[src/rtl/half_dense_pkg.sv]
// ---------------------------------------------------------------------------
// half_dense_pkg : shared types, Q-format constants and saturation helper
// Revision: 1.0
// ---------------------------------------------------------------------------
`default_nettype none

package half_dense_pkg;

    typedef enum logic [1:0] {
        ACT_ID    = 2'd0,
        ACT_RELU  = 2'd1,
        ACT_HSIG  = 2'd2,
        ACT_LRELU = 2'd3
    } act_sel_e;

    typedef enum logic [2:0] {
        IDLE = 3'd0,
        RECV = 3'd1,
        MAC  = 3'd2,
        FIN  = 3'd3,
        OUT  = 3'd4
    } state_e;

    localparam logic signed [15:0] Q_ONE  = 16'sh0100;
    localparam logic signed [15:0] Q_HALF = 16'sh0080;
    localparam logic signed [15:0] Q_MAX  = 16'sh7FFF;
    localparam logic signed [15:0] Q_MIN  = 16'sh8000;

    function automatic logic signed [15:0] sat16(input logic signed [63:0] v);
        if (v > 64'(Q_MAX)) begin
            return Q_MAX;
        end else if (v < 64'(Q_MIN)) begin
            return Q_MIN;
        end else begin
            return v[15:0];
        end
    endfunction

endpackage

`default_nettype wire

[src/rtl/half_activation_unit.sv]
// ---------------------------------------------------------------------------
// half_activation_unit : combinational activation (identity/ReLU/hsig/leaky)
// Revision: 1.0
// ---------------------------------------------------------------------------
`default_nettype none

module half_activation_unit
    import half_dense_pkg::*;
#(
    parameter logic signed [15:0] ONE  = Q_ONE,
    parameter logic signed [15:0] HALF = Q_HALF
) (
    input  logic signed [15:0] pre,
    input  act_sel_e           act,
    output logic signed [15:0] y
);

    logic signed [16:0] hs;

    always_comb begin
        hs = 17'(pre >>> 2) + 17'(HALF);
        y  = pre;
        case (act)
            ACT_ID:    y = pre;
            ACT_RELU:  y = (pre < 0) ? 16'sd0 : pre;
            ACT_HSIG: begin
                if (hs < 0) begin
                    y = 16'sd0;
                end else if (hs > 17'(ONE)) begin
                    y = ONE;
                end else begin
                    y = hs[15:0];
                end
            end
            ACT_LRELU: y = (pre < 0) ? (pre >>> 3) : pre;
            default:   y = pre;
        endcase
    end

endmodule

`default_nettype wire

[src/rtl/half_dense_layer_engine.sv]
// ---------------------------------------------------------------------------
// half_dense_layer_engine : one dense layer y = act(W.x + b), Q-format 16-bit
// Optional sticky saturation flag output under HALF_DENSE_SAT_FLAG_EN.
// Revision: 1.0
// ---------------------------------------------------------------------------
`default_nettype none

module half_dense_layer_engine
    import half_dense_pkg::*;
#(
    parameter int IN_LEN    = 8,
    parameter int OUT_LEN   = 4,
    parameter int MULTS     = 2,
    parameter int FRAC_BITS = 8
) (
    input  logic                    clk,
    input  logic                    rstn,
    input  logic                    load_w,
    input  logic                    load_b,
    input  logic [MULTS-1:0][15:0]  data_in,
    input  logic                    in_valid,
    output logic                    in_ready,
    input  logic [MULTS-1:0][15:0]  x_in,
    input  logic [1:0]              act_sel,
    output logic                    out_valid,
    input  logic                    out_ready,
    output logic [15:0]             out_data,
    output logic [(OUT_LEN > 1 ? $clog2(OUT_LEN) : 1)-1:0] out_index,
    output logic                    out_last
`ifdef HALF_DENSE_SAT_FLAG_EN
    ,output logic                   sat_flag
`endif
);

    localparam int W_DEPTH = OUT_LEN * IN_LEN;
    localparam int W_AW    = (W_DEPTH > 1) ? $clog2(W_DEPTH) : 1;
    localparam int X_AW    = (IN_LEN > 1) ? $clog2(IN_LEN) : 1;
    localparam int IDX_W   = (OUT_LEN > 1) ? $clog2(OUT_LEN) : 1;
    localparam int ACC_W   = 32 + $clog2(IN_LEN) + 1;
    localparam int SUM_W   = ACC_W + 1;
    localparam logic signed [15:0] ONE  = 16'(1 << FRAC_BITS);
    localparam logic signed [15:0] HALF = 16'(1 << (FRAC_BITS - 1));

    logic signed [15:0] w_mem [W_DEPTH];
    logic signed [15:0] b_mem [OUT_LEN];
    logic signed [15:0] x_mem [IN_LEN];

    state_e                   state, state_nx;
    act_sel_e                 act_q;
    logic                     live;
    logic [W_AW-1:0]          w_ptr;
    logic [IDX_W-1:0]         b_ptr;
    logic [X_AW-1:0]          x_ptr;
    logic [IDX_W-1:0]         neuron;
    logic signed [ACC_W-1:0]  acc;
    logic signed [ACC_W-1:0]  mac_sum;
    logic signed [31:0]       prod;
    logic [W_AW-1:0]          row_base;
    logic signed [SUM_W-1:0]  biased;
    logic signed [SUM_W-1:0]  shifted;
    logic signed [15:0]       pre;
    logic signed [15:0]       act_y;
    logic                     is_idle, accept, wr_w, wr_b, last_beat, last_neuron;

    // live keeps in_ready low until the first clock after reset release
    assign is_idle     = (state == IDLE);
    assign in_ready    = live && (is_idle || state == RECV) && !load_w && !load_b;
    assign accept      = in_valid && in_ready;
    assign wr_w        = is_idle && load_w;
    assign wr_b        = is_idle && load_b && !load_w;
    assign last_beat   = (x_ptr == X_AW'(IN_LEN - MULTS));
    assign last_neuron = (neuron == IDX_W'(OUT_LEN - 1));
    assign row_base    = W_AW'(neuron) * W_AW'(IN_LEN);

    always_comb begin
        state_nx = state;
        case (state)
            IDLE:    if (accept) state_nx = last_beat ? MAC : RECV;
            RECV:    if (accept && last_beat) state_nx = MAC;
            MAC:     if (last_beat) state_nx = FIN;
            FIN:     state_nx = OUT;
            OUT:     if (out_ready) state_nx = last_neuron ? IDLE : MAC;
            default: state_nx = IDLE;
        endcase
    end

    always_ff @(posedge clk or negedge rstn) begin
        if (!rstn) begin
            state <= IDLE;
        end else begin
            state <= state_nx;
        end
    end

    always_comb begin
        mac_sum = '0;
        prod    = '0;
        for (int i = 0; i < MULTS; i++) begin
            prod    = x_mem[X_AW'(x_ptr + X_AW'(i))]
                    * w_mem[W_AW'(row_base + W_AW'(x_ptr) + W_AW'(i))];
            mac_sum = mac_sum + ACC_W'(prod);
        end
    end

    assign biased  = SUM_W'(acc) + (SUM_W'(b_mem[neuron]) <<< FRAC_BITS);
    assign shifted = biased >>> FRAC_BITS;
    assign pre     = sat16(64'(shifted));

    half_activation_unit #(
        .ONE  (ONE),
        .HALF (HALF)
    ) u_act (
        .pre (pre),
        .act (act_q),
        .y   (act_y)
    );

    // Storage is deliberately outside reset so weights survive an abort
    always_ff @(posedge clk) begin
        if (wr_w) begin
            for (int i = 0; i < MULTS; i++) begin
                w_mem[W_AW'(w_ptr + W_AW'(i))] <= data_in[i];
            end
        end
        if (wr_b) begin
            b_mem[b_ptr] <= data_in[0];
        end
        if (accept) begin
            for (int i = 0; i < MULTS; i++) begin
                x_mem[X_AW'(x_ptr + X_AW'(i))] <= x_in[i];
            end
        end
    end

    always_ff @(posedge clk or negedge rstn) begin
        if (!rstn) begin
            live      <= 1'b0;
            act_q     <= ACT_ID;
            w_ptr     <= '0;
            b_ptr     <= '0;
            x_ptr     <= '0;
            neuron    <= '0;
            acc       <= '0;
            out_valid <= 1'b0;
            out_data  <= '0;
            out_index <= '0;
            out_last  <= 1'b0;
        end else begin
            live <= 1'b1;
            if (wr_w) begin
                w_ptr <= (w_ptr == W_AW'(W_DEPTH - MULTS)) ? '0 : w_ptr + W_AW'(MULTS);
            end
            if (wr_b) begin
                b_ptr <= (b_ptr == IDX_W'(OUT_LEN - 1)) ? '0 : b_ptr + IDX_W'(1);
            end
            if (accept) begin
                x_ptr <= last_beat ? '0 : x_ptr + X_AW'(MULTS);
                if (is_idle) begin
                    act_q <= act_sel_e'(act_sel);
                end
            end
            // x_ptr doubles as the column index while accumulating
            if (state == MAC) begin
                acc   <= ((x_ptr == '0) ? '0 : acc) + mac_sum;
                x_ptr <= last_beat ? '0 : x_ptr + X_AW'(MULTS);
            end
            if (state == FIN) begin
                out_valid <= 1'b1;
                out_data  <= act_y;
                out_index <= neuron;
                out_last  <= last_neuron;
            end
            if (state == OUT && out_ready) begin
                out_valid <= 1'b0;
                neuron    <= last_neuron ? '0 : neuron + IDX_W'(1);
            end
        end
    end

`ifdef HALF_DENSE_SAT_FLAG_EN
    logic pre_sat;
    assign pre_sat = (64'(shifted) != 64'(pre));

    always_ff @(posedge clk or negedge rstn) begin
        if (!rstn) begin
            sat_flag <= 1'b0;
        end else if (accept && is_idle) begin
            sat_flag <= 1'b0;
        end else if (state == FIN && pre_sat) begin
            sat_flag <= 1'b1;
        end
    end
`endif

endmodule

`default_nettype wire

[config.mk]
export PLATFORM = sky130hd
export DESIGN_NAME = half_dense_layer_engine
export DESIGN_NICKNAME = d
export VERILOG_FILES = /design/src/rtl/half_dense_pkg.sv /design/src/rtl/half_activation_unit.sv /design/src/rtl/half_dense_layer_engine.sv
export SDC_FILE = /design/constraint.sdc
export NUM_CORES = 2
export LEC_CHECK = 0
export CAP_MARGIN = 10
export CORE_MARGIN = 10
export CORE_UTILIZATION = 30
export DETAILED_ROUTE_END_ITERATION = 12
export GPL_TIMING_DRIVEN = 0
export SETUP_SLACK_MARGIN = 0.4
export SYNTH_ARGS = -nofsm -noshare
export SYNTH_HDL_FRONTEND = slang
export SYNTH_SLANG_ARGS = --single-unit
[constraint.sdc]
create_clock -name clk -period 12.81 [get_ports clk]
set_input_delay 1.9215 -clock clk [delete_from_list [all_inputs] [get_ports clk]]
set_output_delay 1.9215 -clock clk [all_outputs]
set_load 0.02 [all_outputs]
==> flow_summary.toml <==
[yosys]
yosys.area.top_type = "edfxtp_1"
yosysMostFrequentCell = "edfxtp_1"
ys_top_cells_by_count = "edfxtp_1, inv_1, fa_1"
ys_ff_latch = 776
avgSynthCellArea_sq_um = 11.99
muxShareOfSynthArea_pct = 13.30
synthesis.nets = 5695
synth_fa_ha_area_share_pct = 25.16
ys_top_cells_by_area = "edfxtp_1, fa_1, mux4_2"
synth_edf_count = 704
synth_xor_area_share_pct = 1.635
synth.yosys.warnings = 0
synthSimpleGateAreaFrac_pct = 7.564
synth_top_area_share_pct = 36.63
synth_cell_types = 91
syn_inst = 4814
seq_area_frac_synth_pct = 39.75
ys.flop_type = "edfxtp_1"
syn-cell-area_sq_mm = 0.05772
synthArstFlopShare_pct = 9.278
synth_top_family_by_area = "adder cells"
synth_compound_area_share_pct = 4.919

[placement]
place_ws_ps = -2010
numPortBuffers = 92
place.gp.congestion = 0.9124
dpl.hpwl_um = 132000

[sta]
fin_crit_sh_pct = 93.26
slew_viol_final = 0
fin_skew_ps = 75.09
rsz0062_at_grt = "no"
setup_slack_ps = 863.5
final_hold_viol_count = 0
slew_headroom_pct = 14.19
fin_crit_ps = 11950
worst_slew_pin_slew_ps = 1277
clock.fmax_ghz = 0.08371
setup_viol = 0

[drt]
drt.antenna.violating_nets = 0
drc = 0
drt_first_pass_iters = 6
wl_per_cell_um = 21.99
via_per_inst = 4.873
vias = 37210
routed_wl_um = 167900
first_iter_violations = 3079

[clock_tree]
root_buffer = "clkbuf_16"
clock-sinks = 776
clk_latency_ps = 740
cts_made_buffers = 86
tritoncts = "done"
clkTransAtPathRegs_ps = 60
clock_path_buffers = 3
h-tree-depth = 3

[critical_path]
required_ps = 13370
cp_data_arrival_time_ps = 12510
cpMostUsedCell = "fa_1"
slowest_delay_ps = 640
cp_slowest_cell = "fa_1"
cp_max_fo = 10
timing.rr.start = "neuron[0]"
path_class = "register to register"
cp-end-kind = "register"
crit_start = "neuron[0]"
cp-start-kind = "register"

[outcome]
status = "complete, no violations"

[grt]
grt-ovfl-total = 0
grt_pass1_wl_um = 252200
antenna_found_initial = 7
grt_pass1_vias = 38980
track_usage_pct = 15.79
grt_max_degree = 47

[floorplanning]
die_w_um = 458.6
io-pin-count = 93
core_sq_mm = 0.1908
rows = 160
die-area_sq_mm = 0.2103
dieHeight_um = 458.6
initial_core_util_pct = 30.25

[worst_hold_path]
min-delay-start = "acc[3]"
hold_path.class = "register to register"

[final_layout]
synthToLayoutAreaGrowth_pct = 14.70
nets = 5933
drive_gt1_share_pct = 17.02

[job]
max_cap_viol_count = 0
-- kinds of logic after synthesis --
family          after synthesis
xor+xnor                    106
fa+ha+maj                   809
mux                         521
simple gates                991
other cells                   1
buf+inv                    1172
compound gates              438
flops                       776
-- routing by layer --
layer / global-route usage [%] / part of all wire, % / vias up
li1: - / - / 16490
met1: 21.04 / 42 / 19200
met2: 26.07 / 48 / 1262
met3: 2.736 / 6.6 / 260
met4: 5.099 / 3.4 / 6
met5: 0 / 0.029 / -
-- final timing paths --
check / end / slack [ps] / cells after the start
min in group asynchronous: w_ptr[4] / 1150 / 1
worst min register to register: acc[3] / 470 / 2
max in group asynchronous: acc[8] / 11030 / 2
worst min-delay path: acc[3] / 470 / 2
worst max register to register: acc[35] / 860 / 42
worst max-delay path: acc[35] / 860 / 42
-- stage by stage --
stage	cell area (sq um)	cells	hold slack (ps)	TNS, ps	utilization, %
CTS	66030	7630	474.7	0	34.61
detailed placement	62760	7470	462.2	-15780	32.90
global route	66200	7635	493.0	0	34.70
finish	66200	7637	469.0	0	34.70
global placement	61780	7417	454.9	-19350	32.38
floorplan	57720	4814	440.7	0	-
-- flip-flops by register name, summed over array words and instances (netlist names) --
| register | cells |
|---|---|
| out_last | 1 |
| b_mem | 64 |
| b_ptr | 2 |
| neuron | 2 |
| x_ptr | 2 |
| act_q | 2 |
| w_mem | 512 |
| x_mem | 128 |
| out_index | 2 |
| live | 1 |
| state | 3 |
| acc | 36 |
| out_data | 16 |
| out_valid | 1 |
| w_ptr | 4 |
-- final cells by class --
cell class	count	area, sq um
Tap cell	2511	3142
Multi-Input combinational cell	2866	30700
Clock buffer	101	2218
Buffer	490	2176
Antenna cell	2	5.005
Timing Repair Buffer	150	1836
Clock inverter	59	620.6
Inverter	682	2565
Sequential cell	776	22940
Fill cell	18680	124600
-- critical path, delay by kind of cell (launching register included) --
kind,cells,cell delay [ps]
compound gates,12,2510
flops,1,420
simple gates,7,1160
buf+inv,10,2240
mux,2,640
fa+ha+maj,10,4610
xor+xnor,1,190
-- layout by cell type, fill, tap and decap left out, drive strengths merged, types with 19 or more instances in the layout --
master and count:
clkinv 48, nor2b 66, xor2 37, nand3 35
ha 223, o21ai 149, buf 110, nor2 330
mux2i 48, mux2 307, edfxtp 704, mux4 166
inv 682, a21o 26, nor3 34, a21oi 97
fa 586, nand2b 19, xnor2 69, nand2 400
o21a 37, dfrtp 72, clkbuf 539, clkdlybuf4s50 91
and2 32
-- timing repair --
action	CTS	global route
setup buffers	0	5
hold buffers	0	0
endpoints found under the setup margin	19	4
gates resized for setup	199	70
pin swaps	0	1
Power is not shown: default switching activity piles up to over one toggle a cycle in this logic, so the estimate is an artifact.
